**src/rtl/mac_array_ctrl_if.sv**
```systemverilog
// Handshake bundle between the TPU sequencer / weight memory and the MAC-row controller.
interface mac_array_ctrl_if #(
    parameter int DATA_SIZE  = 8,
    parameter int NUM_MACS   = 4,
    parameter int ADDR_WIDTH = 8,
    parameter int CNT_WIDTH  = 16
);
    logic                  start;
    logic [ADDR_WIDTH-1:0] base_addr;
    logic [CNT_WIDTH-1:0]  num_cols;
    logic                  wmem_rd;
    logic [ADDR_WIDTH-1:0] wmem_addr;
    logic [DATA_SIZE-1:0]  wmem_rdata;
    logic [NUM_MACS-1:0]   win_request;
    logic [DATA_SIZE-1:0]  win;
    logic [NUM_MACS-1:0]   win_valid;
    logic [NUM_MACS-1:0]   instr;
    logic                  busy;
    logic                  done;

    modport master (
        output start, base_addr, num_cols, wmem_rdata, win_request,
        input  wmem_rd, wmem_addr, win, win_valid, instr, busy, done
    );

    modport slave (
        input  start, base_addr, num_cols, wmem_rdata, win_request,
        output wmem_rd, wmem_addr, win, win_valid, instr, busy, done
    );
endinterface

```
**src/rtl/mac_array_ctrl.sv**
```systemverilog
// Sequences one row of MACs through weight load (round-robin over requests),
// compute for a programmed column count, and a drain covering the systolic skew.
//
// state   | meaning
// --------+---------------------------------------------------------------
// IDLE    | waiting for start; all outputs quiet
// LOAD    | granting one requesting, not-yet-loaded MAC per cycle
// COMPUTE | one settle cycle (last weight lands), then instr for num_cols
// DRAIN   | instr low for NUM_MACS-1 cycles to flush the skew
// DONE    | one-cycle done pulse, busy still high
module mac_array_ctrl #(
    parameter int DATA_SIZE  = 8,
    parameter int NUM_MACS   = 4,
    parameter int ADDR_WIDTH = 8,
    parameter int CNT_WIDTH  = 16
) (
    input logic             clock,
    input logic             reset,
    mac_array_ctrl_if.slave bus
);
    localparam int PW = $clog2(NUM_MACS);

    typedef logic [PW-1:0]         ptr_t;
    typedef logic [NUM_MACS-1:0]   mask_t;
    typedef logic [ADDR_WIDTH-1:0] addr_t;

    typedef enum logic [2:0] {
        S_IDLE,
        S_LOAD,
        S_COMPUTE,
        S_DRAIN,
        S_DONE
    } state_t;

    localparam mask_t ALL_ONES = '1;

    state_t               state_q;
    mask_t                loaded_q;
    mask_t                gnt_oh_q;
    mask_t                win_valid_q;
    mask_t                instr_q;
    ptr_t                 rr_q;
    ptr_t                 drain_q;
    addr_t                base_q;
    addr_t                addr_q;
    logic [CNT_WIDTH-1:0] cols_q;
    logic [CNT_WIDTH-1:0] col_cnt_q;
    logic                 rd_q;
    logic                 busy_q;
    logic                 done_q;
    logic [DATA_SIZE-1:0] win_last_q;

    logic  load_en;
    mask_t elig;
    logic  gnt_any_d;
    ptr_t  gnt_idx_d;
    ptr_t  scan_idx;
    mask_t gnt_oh_d;
    ptr_t  rr_d;
    addr_t gnt_addr_d;

    // The accepting start cycle already arbitrates, so the first read strobe
    // appears on the first LOAD cycle.
    always_comb begin
        load_en = ((state_q == S_LOAD) && (loaded_q != ALL_ONES)) ||
                  ((state_q == S_IDLE) && bus.start);
        elig = '0;
        if (load_en) begin
            elig = bus.win_request & ((state_q == S_IDLE) ? ALL_ONES : ~loaded_q);
        end

        gnt_any_d = 1'b0;
        gnt_idx_d = '0;
        scan_idx  = '0;
        for (int i = 0; i < NUM_MACS; i++) begin
            scan_idx = ptr_t'((int'(rr_q) + i) % NUM_MACS);
            if (!gnt_any_d && elig[scan_idx]) begin
                gnt_any_d = 1'b1;
                gnt_idx_d = scan_idx;
            end
        end

        gnt_oh_d   = gnt_any_d ? (mask_t'(1) << gnt_idx_d) : '0;
        rr_d       = (gnt_idx_d == ptr_t'(NUM_MACS - 1)) ? '0 : gnt_idx_d + 1'b1;
        gnt_addr_d = ((state_q == S_IDLE) ? bus.base_addr : base_q) + addr_t'(gnt_idx_d);
    end

    always_ff @(posedge clock or negedge reset) begin
        if (!reset) begin
            state_q     <= S_IDLE;
            loaded_q    <= '0;
            gnt_oh_q    <= '0;
            win_valid_q <= '0;
            instr_q     <= '0;
            rr_q        <= '0;
            drain_q     <= '0;
            base_q      <= '0;
            addr_q      <= '0;
            cols_q      <= '0;
            col_cnt_q   <= '0;
            rd_q        <= 1'b0;
            busy_q      <= 1'b0;
            done_q      <= 1'b0;
            win_last_q  <= '0;
        end else begin
            rd_q <= gnt_any_d;
            if (gnt_any_d) begin
                addr_q   <= gnt_addr_d;
                gnt_oh_q <= gnt_oh_d;
                rr_q     <= rr_d;
            end
            win_valid_q <= rd_q ? gnt_oh_q : '0;
            if (|win_valid_q) begin
                win_last_q <= bus.wmem_rdata;
            end
            done_q <= 1'b0;

            case (state_q)
                S_IDLE: begin
                    if (bus.start) begin
                        base_q   <= bus.base_addr;
                        cols_q   <= bus.num_cols;
                        loaded_q <= gnt_oh_d;
                        busy_q   <= 1'b1;
                        state_q  <= S_LOAD;
                    end
                end
                S_LOAD: begin
                    if (loaded_q == ALL_ONES) begin
                        col_cnt_q <= '0;
                        if (cols_q == '0) begin
                            drain_q <= ptr_t'(NUM_MACS - 2);
                            state_q <= S_DRAIN;
                        end else begin
                            state_q <= S_COMPUTE;
                        end
                    end else begin
                        loaded_q <= loaded_q | gnt_oh_d;
                    end
                end
                S_COMPUTE: begin
                    // instr still low means this is the cycle the last weight lands
                    if (instr_q == '0) begin
                        instr_q <= ALL_ONES;
                    end else if (col_cnt_q == cols_q - 1'b1) begin
                        instr_q <= '0;
                        drain_q <= ptr_t'(NUM_MACS - 2);
                        state_q <= S_DRAIN;
                    end else begin
                        col_cnt_q <= col_cnt_q + 1'b1;
                    end
                end
                S_DRAIN: begin
                    if (drain_q == '0) begin
                        done_q  <= 1'b1;
                        state_q <= S_DONE;
                    end else begin
                        drain_q <= drain_q - 1'b1;
                    end
                end
                S_DONE: begin
                    busy_q  <= 1'b0;
                    state_q <= S_IDLE;
                end
                default: state_q <= S_IDLE;
            endcase
        end
    end

    assign bus.wmem_rd   = rd_q;
    assign bus.wmem_addr = addr_q;
    assign bus.win_valid = win_valid_q;
    assign bus.win       = (|win_valid_q) ? bus.wmem_rdata : win_last_q;
    assign bus.instr     = instr_q;
    assign bus.busy      = busy_q;
    assign bus.done      = done_q;
endmodule

```
**src/flat_wrapper.sv**
```systemverilog
// flat-port wrapper written by rule: the top's interface ports become plain ports
module mac_array_ctrl_flat 
#(
    parameter int DATA_SIZE  = 8,
    parameter int NUM_MACS   = 4,
    parameter int ADDR_WIDTH = 8,
    parameter int CNT_WIDTH  = 16
)
  (clock, reset, bus_start, bus_base_addr, bus_num_cols, bus_wmem_rdata, bus_win_request, bus_wmem_rd, bus_wmem_addr, bus_win, bus_win_valid, bus_instr, bus_busy, bus_done);
  mac_array_ctrl_if #(.DATA_SIZE(DATA_SIZE), .NUM_MACS(NUM_MACS), .ADDR_WIDTH(ADDR_WIDTH), .CNT_WIDTH(CNT_WIDTH)) bus_i ();
  input logic clock;
  input logic reset;
  input wire logic [$bits(bus_i.start)-1:0] bus_start;
  input wire logic [$bits(bus_i.base_addr)-1:0] bus_base_addr;
  input wire logic [$bits(bus_i.num_cols)-1:0] bus_num_cols;
  input wire logic [$bits(bus_i.wmem_rdata)-1:0] bus_wmem_rdata;
  input wire logic [$bits(bus_i.win_request)-1:0] bus_win_request;
  output wire logic [$bits(bus_i.wmem_rd)-1:0] bus_wmem_rd;
  output wire logic [$bits(bus_i.wmem_addr)-1:0] bus_wmem_addr;
  output wire logic [$bits(bus_i.win)-1:0] bus_win;
  output wire logic [$bits(bus_i.win_valid)-1:0] bus_win_valid;
  output wire logic [$bits(bus_i.instr)-1:0] bus_instr;
  output wire logic [$bits(bus_i.busy)-1:0] bus_busy;
  output wire logic [$bits(bus_i.done)-1:0] bus_done;
  assign bus_i.start = bus_start;
  assign bus_i.base_addr = bus_base_addr;
  assign bus_i.num_cols = bus_num_cols;
  assign bus_i.wmem_rdata = bus_wmem_rdata;
  assign bus_i.win_request = bus_win_request;
  assign bus_wmem_rd = bus_i.wmem_rd;
  assign bus_wmem_addr = bus_i.wmem_addr;
  assign bus_win = bus_i.win;
  assign bus_win_valid = bus_i.win_valid;
  assign bus_instr = bus_i.instr;
  assign bus_busy = bus_i.busy;
  assign bus_done = bus_i.done;
  mac_array_ctrl #(.DATA_SIZE(DATA_SIZE), .NUM_MACS(NUM_MACS), .ADDR_WIDTH(ADDR_WIDTH), .CNT_WIDTH(CNT_WIDTH)) u_core (.clock(clock), .reset(reset), .bus(bus_i));
endmodule
```
**config.mk**
```make
export PLATFORM = sky130hd
export DESIGN_NAME = mac_array_ctrl_flat
export DESIGN_NICKNAME = d
export VERILOG_FILES = /design/src/rtl/mac_array_ctrl_if.sv /design/src/rtl/mac_array_ctrl.sv /design/src/flat_wrapper.sv
export SDC_FILE = /design/constraint.sdc
export NUM_CORES = 1
export LEC_CHECK = 0
export ABC_AREA = 1
export BUFFER_PORTS_ARGS = -buffer_cell sky130_fd_sc_hd__buf_2
export CORE_MARGIN = 1.5
export CORE_UTILIZATION = 50
export CTS_CLUSTER_SIZE = 16
export DETAILED_ROUTE_END_ITERATION = 10
export GPL_TIMING_DRIVEN = 0
export PLACE_DENSITY_LB_ADDON = 0.2
export SLEW_MARGIN = 20
export SYNTH_ARGS = -nofsm -noshare
export SYNTH_HDL_FRONTEND = slang
export SYNTH_SLANG_ARGS = --single-unit
```
**constraint.sdc**
```tcl
create_clock -name clock -period 3.54 [get_ports clock]
set_input_delay 0.885 -clock clock [delete_from_list [all_inputs] [get_ports clock]]
set_output_delay 0.885 -clock clock [all_outputs]
set_load 0.01 [all_outputs]
```
# Word level (Yosys, flattened, before mapping)
# Cells that the tools add are included.
# op_classes
addsub,8
n_lt_le_gt_ge,4
eq_ne,17
n_shift,1
mux,49
n_bitwise,3
n_reduce_logical,26
# op_table
cell,count
$mux W16,3
$mux W4,8
$pmux W16 S2,1
$mux W2,10
$add A16 B1 Y16 const B,1
$eq A16 B16 Y1,1
$logic_not A16 Y1,1
$mux W8,2
$sub A16 B1 Y16 const B,1
$mux W3,5
$ne A2 B2 Y1 const B,7
$lt A2 B3 Y1 const B,4
$mux W1,12
$pmux W3 S4,1
$add A8 B2 Y8,1
$bmux W1 S2,4
$pmux W4 S2,1
$reduce_bool A2 Y1,4
$eq A3 B2 Y1 const B,2
$pmux W2 S3,1
$reduce_and A2 Y1,3
$reduce_and A6 Y1,1
$logic_and A1 B1 Y1,5
$reduce_and A5 Y1,1
23 further kinds,28
# word_totals
register_bits,82
in_bits,39
wordCells,123

# Logic depth before layout (Yosys ltp)
# Gate-level depths: netlist of run 1.
# logic_depth
depth_word,21
mapped_depth,23

# Worst setup path after synthesis of run 1
# No wires, ideal clock.
# synth_timing
kind,input -> register
start,in bus_start
end,reg u_core.addr_q[6] (netlist: u_core.bus.wmem_addr[6])
t_arrival_ps,3265
slack_ps,210
cell_stages,19
cell_sequence,nand3_2 > nand2_4 > nand2_4 > o21ai_4 > o21ai_4 > nand2_1 > nand2_1 > nand2_1 > nand3_1 > inv_1 > ha_1 > inv_1 > fa_1 > nor3b_1 > nand2_1 > nor2_1 > xnor2_1 > nand2_1 > nand2_1
# synth_via
elab_chain_len,16
# synth_rtl
element,line_no,rtl
"start, declared",flat_wrapper.sv:13,input wire logic [$bits(bus_i.start)-1:0] bus_start;
$logic_and A1 B1 Y1 *,mac_array_ctrl.sv:66,((state_q == S_IDLE) && bus.start);
$logic_or A1 B1 Y1 *,mac_array_ctrl.sv:65,load_en = ((state_q == S_LOAD) && (loaded_q != ALL_ONES)) ||
$mux W4 *,mac_array_ctrl.sv:68,if (load_en) begin
$bmux W1 S2,mac_array_ctrl.sv:77,if (!gnt_any_d && elig[scan_idx]) begin
$mux W1 (not written as such),mac_array_ctrl.sv:77,
$mux W1,mac_array_ctrl.sv:77,
$logic_not A1 Y1,mac_array_ctrl.sv:77,
$logic_and A1 B1 Y1,mac_array_ctrl.sv:77,
$mux W1,mac_array_ctrl.sv:77,
$logic_not A1 Y1,mac_array_ctrl.sv:77,
$logic_and A1 B1 Y1,mac_array_ctrl.sv:77,
$mux W1,mac_array_ctrl.sv:77,
$logic_not A1 Y1,mac_array_ctrl.sv:77,
$logic_and A1 B1 Y1,mac_array_ctrl.sv:77,
$mux W2,mac_array_ctrl.sv:77,
$add A8 B2 Y8,mac_array_ctrl.sv:85,gnt_addr_d = ((state_q == S_IDLE) ? bus.base_addr : base_q) + addr_t'(gnt_idx_d);
"end signal, assigned",mac_array_ctrl.sv:108,addr_q <= gnt_addr_d;
"end, declared",mac_array_ctrl.sv:45,addr_t addr_q;
# Mark *: on every way between the ends. The rest lies on a longest branch, timed or not. The select of a mux whose other input is x is not followed.
# A chain may end at the register's enable or synchronous reset.

# Worst setup path after layout of run 1
# Same ends and word-level chain as after synthesis.

==> results of run 1 <==
## cell families (layout without fill, tap and decap cells)
| logic type | after synthesis | after routing | synth area share (%) |
|---|---|---|---|
| DFF | 79 | 79 | 40.24 |
| adders and majority gates | 11 | 11 | 2.955 |
| and+or+nand+nor | 351 | 351 | 33.44 |
| muxes | 17 | 17 | 3.897 |
| xor gates and xnor gates | 32 | 32 | 5.706 |
| buffers and inverters | 89 | 171 | 7.973 |
| AOI/OAI and AO/OA | 44 | 44 | 5.782 |
## state kept, by name, summed over array words and instances, names as in the netlist
name                  count
u_core.base_q             8
u_core.bus.busy           1
u_core.bus.done           1
u_core.bus.instr          1
u_core.bus.win_valid      4
u_core.bus.wmem_addr      8
u_core.bus.wmem_rd        1
u_core.col_cnt_q         16
u_core.cols_q            16
u_core.drain_q            2
u_core.gnt_oh_q           4
u_core.loaded_q           4
u_core.rr_q               2
u_core.state_q            3
u_core.win_last_q         8
## through the flow
| stage | TNS [ns] | cells | total power, mW |
|---|---|---|---|
| 2_1_floorplan | 0 | 623 | 4.051 |
| 3_3_place_gp | -0.3811 | 817 | 4.752 |
| 3_5_place_dp | -0.4842 | 818 | 4.850 |
| 4_1_cts | 0 | 834 | 5.587 |
| 5_1_grt | 0 | 834 | 6.174 |
| 6_report | 0 | 834 | 5.614 |
## layout by cell type, fill, tap and decap left out, drive strengths merged
master and count:
nand2 185, buf 84, dfrtp 79, nor2 75
inv 68, nand3 47, nand4 24, o21ai 22
xor2 20, mux2 17, a21oi 16, clkbuf 16
xnor2 12, ha 10, nor3 6, nor4 6
nand3b 4, a21boi 4, nor3b 2, o21a 1
and2 1, or4 1, o21bai 1, clkinv 1
fa 1, bufinv 1, clkinvlp 1
## per-layer routing
| metal | wire length (µm) | part of all wire, % | track usage, % | vias to the layer above |
|---|---|---|---|---|
| li1 | - | - | - | 2152 |
| met1 | 5458 | 48 | 31.97 | 1955 |
| met2 | 5281 | 47 | 36.17 | 83 |
| met3 | 421 | 3.7 | 3.762 | 8 |
| met4 | 101 | 0.90 | 6.217 | 0 |
| met5 | 0 | 0 | 0 | - |
## power by group
group	total, mW	internal [mW]	leakage, nW	switching (mW)
combinational	3.33	1.28	1.80	2.05
clock	0.727	0.341	0.103	0.386
sequential	1.56	1.28	0.960	0.275
## worst reg2reg max path: stages (launching register included)
cell and delay (ns):
dfrtp_1 0.46, nor2_4 0.17, nand3_4 0.18, nand2_4 0.18
nand2_4 0.07, o21ai_4 0.23, o21ai_4 0.10, nand2_1 0.10
nand2_1 0.05, nand2_1 0.08, nand3_2 0.12, inv_2 0.09
ha_1 0.17, inv_1 0.06, fa_1 0.41, nor3b_2 0.22
nand2_1 0.07, nor2_1 0.12, xnor2_1 0.14, nand2_1 0.06
nand2_1 0.06
## final cells by class
type | count | area [µm²] | area share [%]
flip-flops and latches | 79 | 1978 | 34.90
clock inverters | 7 | 83.83 | 1.479
inverters | 64 | 242.7 | 4.283
repair buffers | 66 | 355.3 | 6.269
well taps | 129 | 161.4 | 2.848
plain buffers | 25 | 151.4 | 2.671
clock buffers | 9 | 123.9 | 2.185
multi-input cells | 455 | 2571 | 45.36
## worst min-delay path by stage
| stage | startpoint | cells past startpoint | slack [ns] | to |
|---|---|---|---|---|
| after floorplan | u_core.gnt_oh_q[0]$_DFFE_PN0P_ | 2 | 0.44 | u_core.bus.win_valid[0]$_DFF_PN0_ |
| after global placement | u_core.drain_q[1]$_DFFE_PN0P_ | 2 | 0.45 | u_core.drain_q[1]$_DFFE_PN0P_ |
| after detailed placement | u_core.bus.wmem_addr[0]$_DFFE_PN0P_ | 2 | 0.48 | u_core.bus.wmem_addr[0]$_DFFE_PN0P_ |
| after CTS | reset | 1 | 0.48 | u_core.col_cnt_q[8]$_DFFE_PN0P_ |
| after global routing | reset | 1 | 0.50 | u_core.col_cnt_q[15]$_DFFE_PN0P_ |
| final | reset | 1 | 0.47 | u_core.col_cnt_q[8]$_DFFE_PN0P_ |
==> results.md, run 1 <==
- Library cells used by synthesis: 40
- Hold-fix buffers, CTS: 0
- Core ar.: 9371 µm²
- End of the critical path: u_core.bus.wmem_addr[6]$_DFFE_PN0P_
- Top-count cell post-synth: nand2_1
- Max clock buf depth: 2
- H-tree lvl count: 3
- Drt via density: 5.034
- Initial Util: 52.42%
- Tot GR Track Use: 22.65%
- Post-DP HPWL: 8667 µm
- Reg-to-Reg Start: u_core.state_q[0]$_DFFE_PN0P_
- Seq/Total Area, Yosys: 40.24%
- FMAX: 313.3 MHz
- Final critical path time including I/O delays and setup: 3.191 ns
- Nature of the critical path endpoint: flop
- Worst Skew: 0.01519 ns
- Final Hold Vio Count: 0
- Iter 0 DRT Violations: 251
- Final setup viols: 0
- Crit-path slowest cell: fa_1
- Netlist Area Pre-Place: 4912 µm²
- Die width: 102.1 µm
- Pleak: 2.858 nW
- Dpl ws: -0.3322 ns
- Period utilisation layout: 90.16%
- GRT overflow: 0
- Cell taking the most area after synthesis: dfrtp_1
- Largest net degree at the start of global routing: 48
- Synth area leaders: dfrtp_1, nand2_1, nor2_1, inv_1, nand3_1
- Commonest register cell after synthesis: dfrtp_1
- RSZ-0062 raised after global routing: no
- Delay-heaviest family, CP: simple AND/OR/NAND/NOR gates
- Cts bufs inserted: 9
- Critical path startpoint category: primary input
- Initial antenna violation count: 0
- Vias: 4198
- CTS resizes: 0
- Critical path data required time: 3.85 ns
- Register bit total from synthesis: 79
- Layout area overhead: 15.38%
- Critical path origin: bus_start
- Die Footprint: 10430 µm²
- Biggest cell delay along the critical path: 0.41 ns
- Share of post-route cells with drive strength above 1: 23.12%
- Crit path kind: in2reg
- Slew Limit Headroom: 59.39%
- Crit path arrival time: 3.50 ns
- Post-Syn Area per Cell: 7.885 µm²
- Max IR drop VDD: 0.9020 mV
- Post-CTS Setup Repair Bufs: 0
- Antenna viol nets, final: 0
- Synth top area share: 40.24%
- Crit path max fanout: 9
- Post-synth EDFFs: 0
- Final WL: 11260 µm
- Drt wl/cell: 13.50 µm
- Root buf cell: clkbuf_8
- Clk_lat worst skew: 0.36 ns
- Cell area after layout: 5668 µm²
- Post-layout util: 60.48%
- CP most frequent cell: nand2_1
- Ys async rst share: 100.0%
- Syn. warnings: 0
- Rows: 35
- FF-to-FF path depth: 20
- ANT cells: 0
- # port buffers: 65
- CP Depth: 20
- Max-Cap Viols: 0
- Syn nets: 673
- Nets: 750
- Die height: 102.1 µm
- Outcome: finished clean
- Worst hold-check path type: in2async
- Reg-to-reg endpoint: u_core.bus.wmem_addr[6]$_DFFE_PN0P_
- CP cell instances: buf_2 > nand3_4 > nand2_4 > nand2_4 > o21ai_4 > o21ai_4 > nand2_1 > nand2_1 > nand2_1 > nand3_2 > inv_2 > ha_1 > inv_1 > fa_1 > nor3b_2 > nand2_1 > nor2_1 > xnor2_1 > nand2_1 > nand2_1
- WP buf/inv: 3
- Slew Limit Fails: 0
- Final Hold Slack: 0.4684 ns
- Mapped Cells: 623
- Remaining DRCs: 0
- Filler cell count: 899
- Global-route wire length before repair: 18490 µm
- Top cells by count, synth: nand2_1, dfrtp_1, nor2_1
- Final GP Congestion: 0.9068
- Clk slew on worst S/H paths: 0.10 ns
- Pre-Repair DR Iteration Count: 5
- CTS Sinks: 79
- Final setup margin: 0.3485 ns
- Vias in the first global route: 3983
- Pwr per Cell Area: 990.5 nW/µm²
- DP Area: 5429 µm²
- # IOs: 66
- R2r setup slk: 0.35 ns
- CTS tree: yes
- Worst slew pin tran: 0.6051 ns
Note: power is estimated with default switching activity, not from simulation.
==> inputs of run 2 (changes only) <==
- ABC_AREA: 1 -> not set
==> run 2 against run 1 <==
Flip-flop and latch count unchanged. Total power fell by 19%. Count of clock-buffer cells in the layout up 1. Global-route usage fell by 1.0 points. Non-clock buffer count shrank 1. Critical path type is now reg2reg. Largest cell class unchanged. Largest power group unchanged.
==> results.md, run 2 <==
- Crit path max fanout: 10
- Die width: 97.97 µm
- CP most frequent cell: nand2_1
- Drt wl/cell: 15.13 µm
- Hold-fix buffers, CTS: 0
- Seq/Total Area, Yosys: 43.84%
- Crit-path slowest cell: or3_4
- Largest net degree at the start of global routing: 49
- Top-count cell post-synth: nand2_1
- Net Sw Frac: 40.73%
- Mapped Cells: 475
- Vias: 3726
- Initial antenna violation count: 0
- Largest regs: u_core.col_cnt_q x16, u_core.cols_q x16
- CTS tree: yes
- Cell taking the most area after synthesis: dfrtp_1
- Final Hold Vio Count: 0
- Post-layout util: 60.60%
- Clk slew on worst S/H paths: 0.08 ns
- Slew Limit Fails: 0
- Most common cell after layout, fill and taps aside: nand2_1
- Dpl ws: -0.5706 ns
- Pleak: 2.423 nW
- Vias in the first global route: 3528
- Final WL: 10060 µm
- Multi-input gate area: 2382 µm²
- Root buf cell: clkbuf_8
- # port buffers: 65
- Critical path data required time: 3.78 ns
- Nature of the critical path endpoint: flop
- CTS Sinks: 79
- Max IR drop VDD: 0.5181 mV
- Iter 0 DRT Violations: 139
- GRT overflow: 0
- Cts bufs inserted: 9
- Power Total: 4.537 mW
- FF/Latch Area: 1977 µm²
- Pwr per Cell Area: 858.4 nW/µm²
- Max-Cap Viols: 0
- Syn. warnings: 0
- Antenna viol nets, final: 0
- Tot GR Track Use: 21.64%
- Syn nets: 525
- Cell area after layout: 5285 µm²
- Outcome: finished clean
- Global-route wire length before repair: 16760 µm
- Final std cells w/o fill: 665
- Final setup margin: 0.2401 ns
- Post-Syn Area per Cell: 9.493 µm²
- Commonest register cell after synthesis: dfrtp_1
- Final Hold Slack: 0.4588 ns
- Critical path startpoint category: flop
- Most frequent cells in the layout: nand2_1, dfrtp_1, buf_2
- Pre-Repair DR Iteration Count: 4
- Final critical path time including I/O delays and setup: 3.300 ns
- Clock share of power: 16.9%
- Library cells used by synthesis: 70
- H-tree lvl count: 3
- # IOs: 66
- Worst slew pin tran: 0.8752 ns
- Delay-heaviest family, CP: compound AO/OA/AOI/OAI gates
- Remaining DRCs: 0
- Synth top area share: 43.84%
- Slew Limit Headroom: 41.17%
- Core ar.: 8721 µm²
- Drt via density: 5.603
- Worst hold-check path type: in2async
- WP buf/inv: 1
- DP Area: 5012 µm²
- Nets: 602
- Period utilisation layout: 93.22%
- Post-DP HPWL: 7502 µm
- Top cells by count, synth: nand2_1, dfrtp_1, a21oi_1
- Max clock buf depth: 2
- Layout area overhead: 17.20%
- Die Footprint: 9597 µm²
- Filler cell count: 746
- Clk_lat worst skew: 0.36 ns
- Biggest cell delay along the critical path: 0.48 ns
- Design internal power: 2.689 mW
- Post-synth EDFFs: 0
- Crit path kind: reg2reg
- Initial Util: 51.71%
- RSZ-0062 raised after global routing: no
- Crit path arrival time: 3.54 ns
- Synth area leaders: dfrtp_1, nand2_1, mux2_2, ha_1, xnor2_1
- CP cell instances: or3_4 > nand2_1 > nand2_1 > o311ai_0 > o21ai_0 > nor2_2 > ha_1 > inv_1 > fa_1 > a21oi_2 > a21boi_1 > xnor2_1 > mux2_2
- Final GP Congestion: 0.8788
- Rows: 34
- Logic pwr share: 48.7%
- Placed cell count: 649
- Final setup viols: 0
- Netlist Area Pre-Place: 4509 µm²
- ANT cells: 0
- Share of post-route cells with drive strength above 1: 26.39%
- Ys async rst share: 100.0%
- Worst Skew: 0.008209 ns
- FMAX: 303.0 MHz
- Flop pwr share: 34.4%
- Sw power: 1.848 mW
- Setup TNS: 0 ns
- Die height: 97.97 µm
- Register bit total from synthesis: 79
==> run 2: cell count changes in the layout (fill, tap and decap cells not counted), sizes merged, moves of 5 or more <==
cell	delta
or2	+5
nand4	-15
nand3	-26
a21oi	+8
mux2i	+8
and3	+5
or3	+10
nor2	-54
nand2	-80
buf	-6
xor2	-9
inv	-50
and2	+5
clkbuf	+6
==> run 2: final timing paths <==
kind	start	end	cells past startpoint	slack [ns]
worst max-delay path	u_core.state_q[2]$_DFFE_PN0P_	u_core.bus.wmem_addr[6]$_DFFE_PN0P_	13	0.24
worst min-delay path	reset	u_core.col_cnt_q[10]$_DFFE_PN0P_	1	0.46
worst max register to register	u_core.state_q[2]$_DFFE_PN0P_	u_core.bus.wmem_addr[6]$_DFFE_PN0P_	13	0.24
worst min register to register	u_core.base_q[0]$_DFFE_PN0P_	u_core.base_q[0]$_DFFE_PN0P_	2	0.49
max in group asynchronous	reset	u_core.base_q[0]$_DFFE_PN0P_	2	2.51
min in group clock	u_core.base_q[0]$_DFFE_PN0P_	u_core.base_q[0]$_DFFE_PN0P_	2	0.49
==> run 2: what timing repair did <==
action	in CTS	in global routing
endpoints found under the hold margin	0	0
gates resized for setup	7	6
pin swaps	1	2
setup buffers	0	1
setup endpoints to repair	2	1
==> run 2: worst register-to-register path, delay by kind of cell, from the launching register on <==
kind / cells / cell delay (ns)
DFF: 1 / 0.41
AOI/OAI and AO/OA: 4 / 0.91
muxes: 1 / 0.26
adders and majority gates: 2 / 0.61
xor gates and xnor gates: 1 / 0.10
and+or+nand+nor: 4 / 0.86
buffers and inverters: 1 / 0.06
==> run 2: layer usage <==
layer | global-route usage (%) | share of wire, % | vias up
li1 | - | - | 1815
met1 | 29.65 | 46 | 1813
met2 | 34.38 | 48 | 84
met3 | 4.080 | 4.2 | 14
met4 | 7.912 | 2.1 | 0
met5 | 0 | 0 | -
==> run 2: cells by family (layout without fill, tap and decap cells) <==
group | count (synthesis) | count (layout) | synth area share [%]
flip-flops | 79 | 79 | 43.84
AND/OR/NAND/NOR | 210 | 210 | 24.25
multiplexers | 27 | 27 | 6.521
XOR/XNOR | 25 | 25 | 4.856
adder cells (fa/ha/maj) | 11 | 11 | 3.219
buffers and inverters | 41 | 123 | 4.412
AO/OA/AOI/OAI | 82 | 82 | 12.90
==> run 2: final cells by class <==
class                   count  area share [%]
plain buffers              23           2.557
clock buffers              10           2.604
clock inverters             6           1.728
inverters                  17           1.207
multi-input cells         355           45.08
flip-flops and latches     79           37.41
well taps                 108           2.557
repair buffers             67           6.866
==> run 2: power groups by stage <==
| stage | sequential (mW) | clock [mW] | combinational [mW] |
|---|---|---|---|
| floorplan | 1.53 | 0 | 1.61 |
| global placement | 1.55 | 0 | 2.09 |
| detailed placement | 1.57 | 0 | 2.17 |
| CTS | 1.56 | 0.783 | 2.20 |
| global route | 1.61 | 0.817 | 2.45 |
| finish | 1.56 | 0.767 | 2.21 |
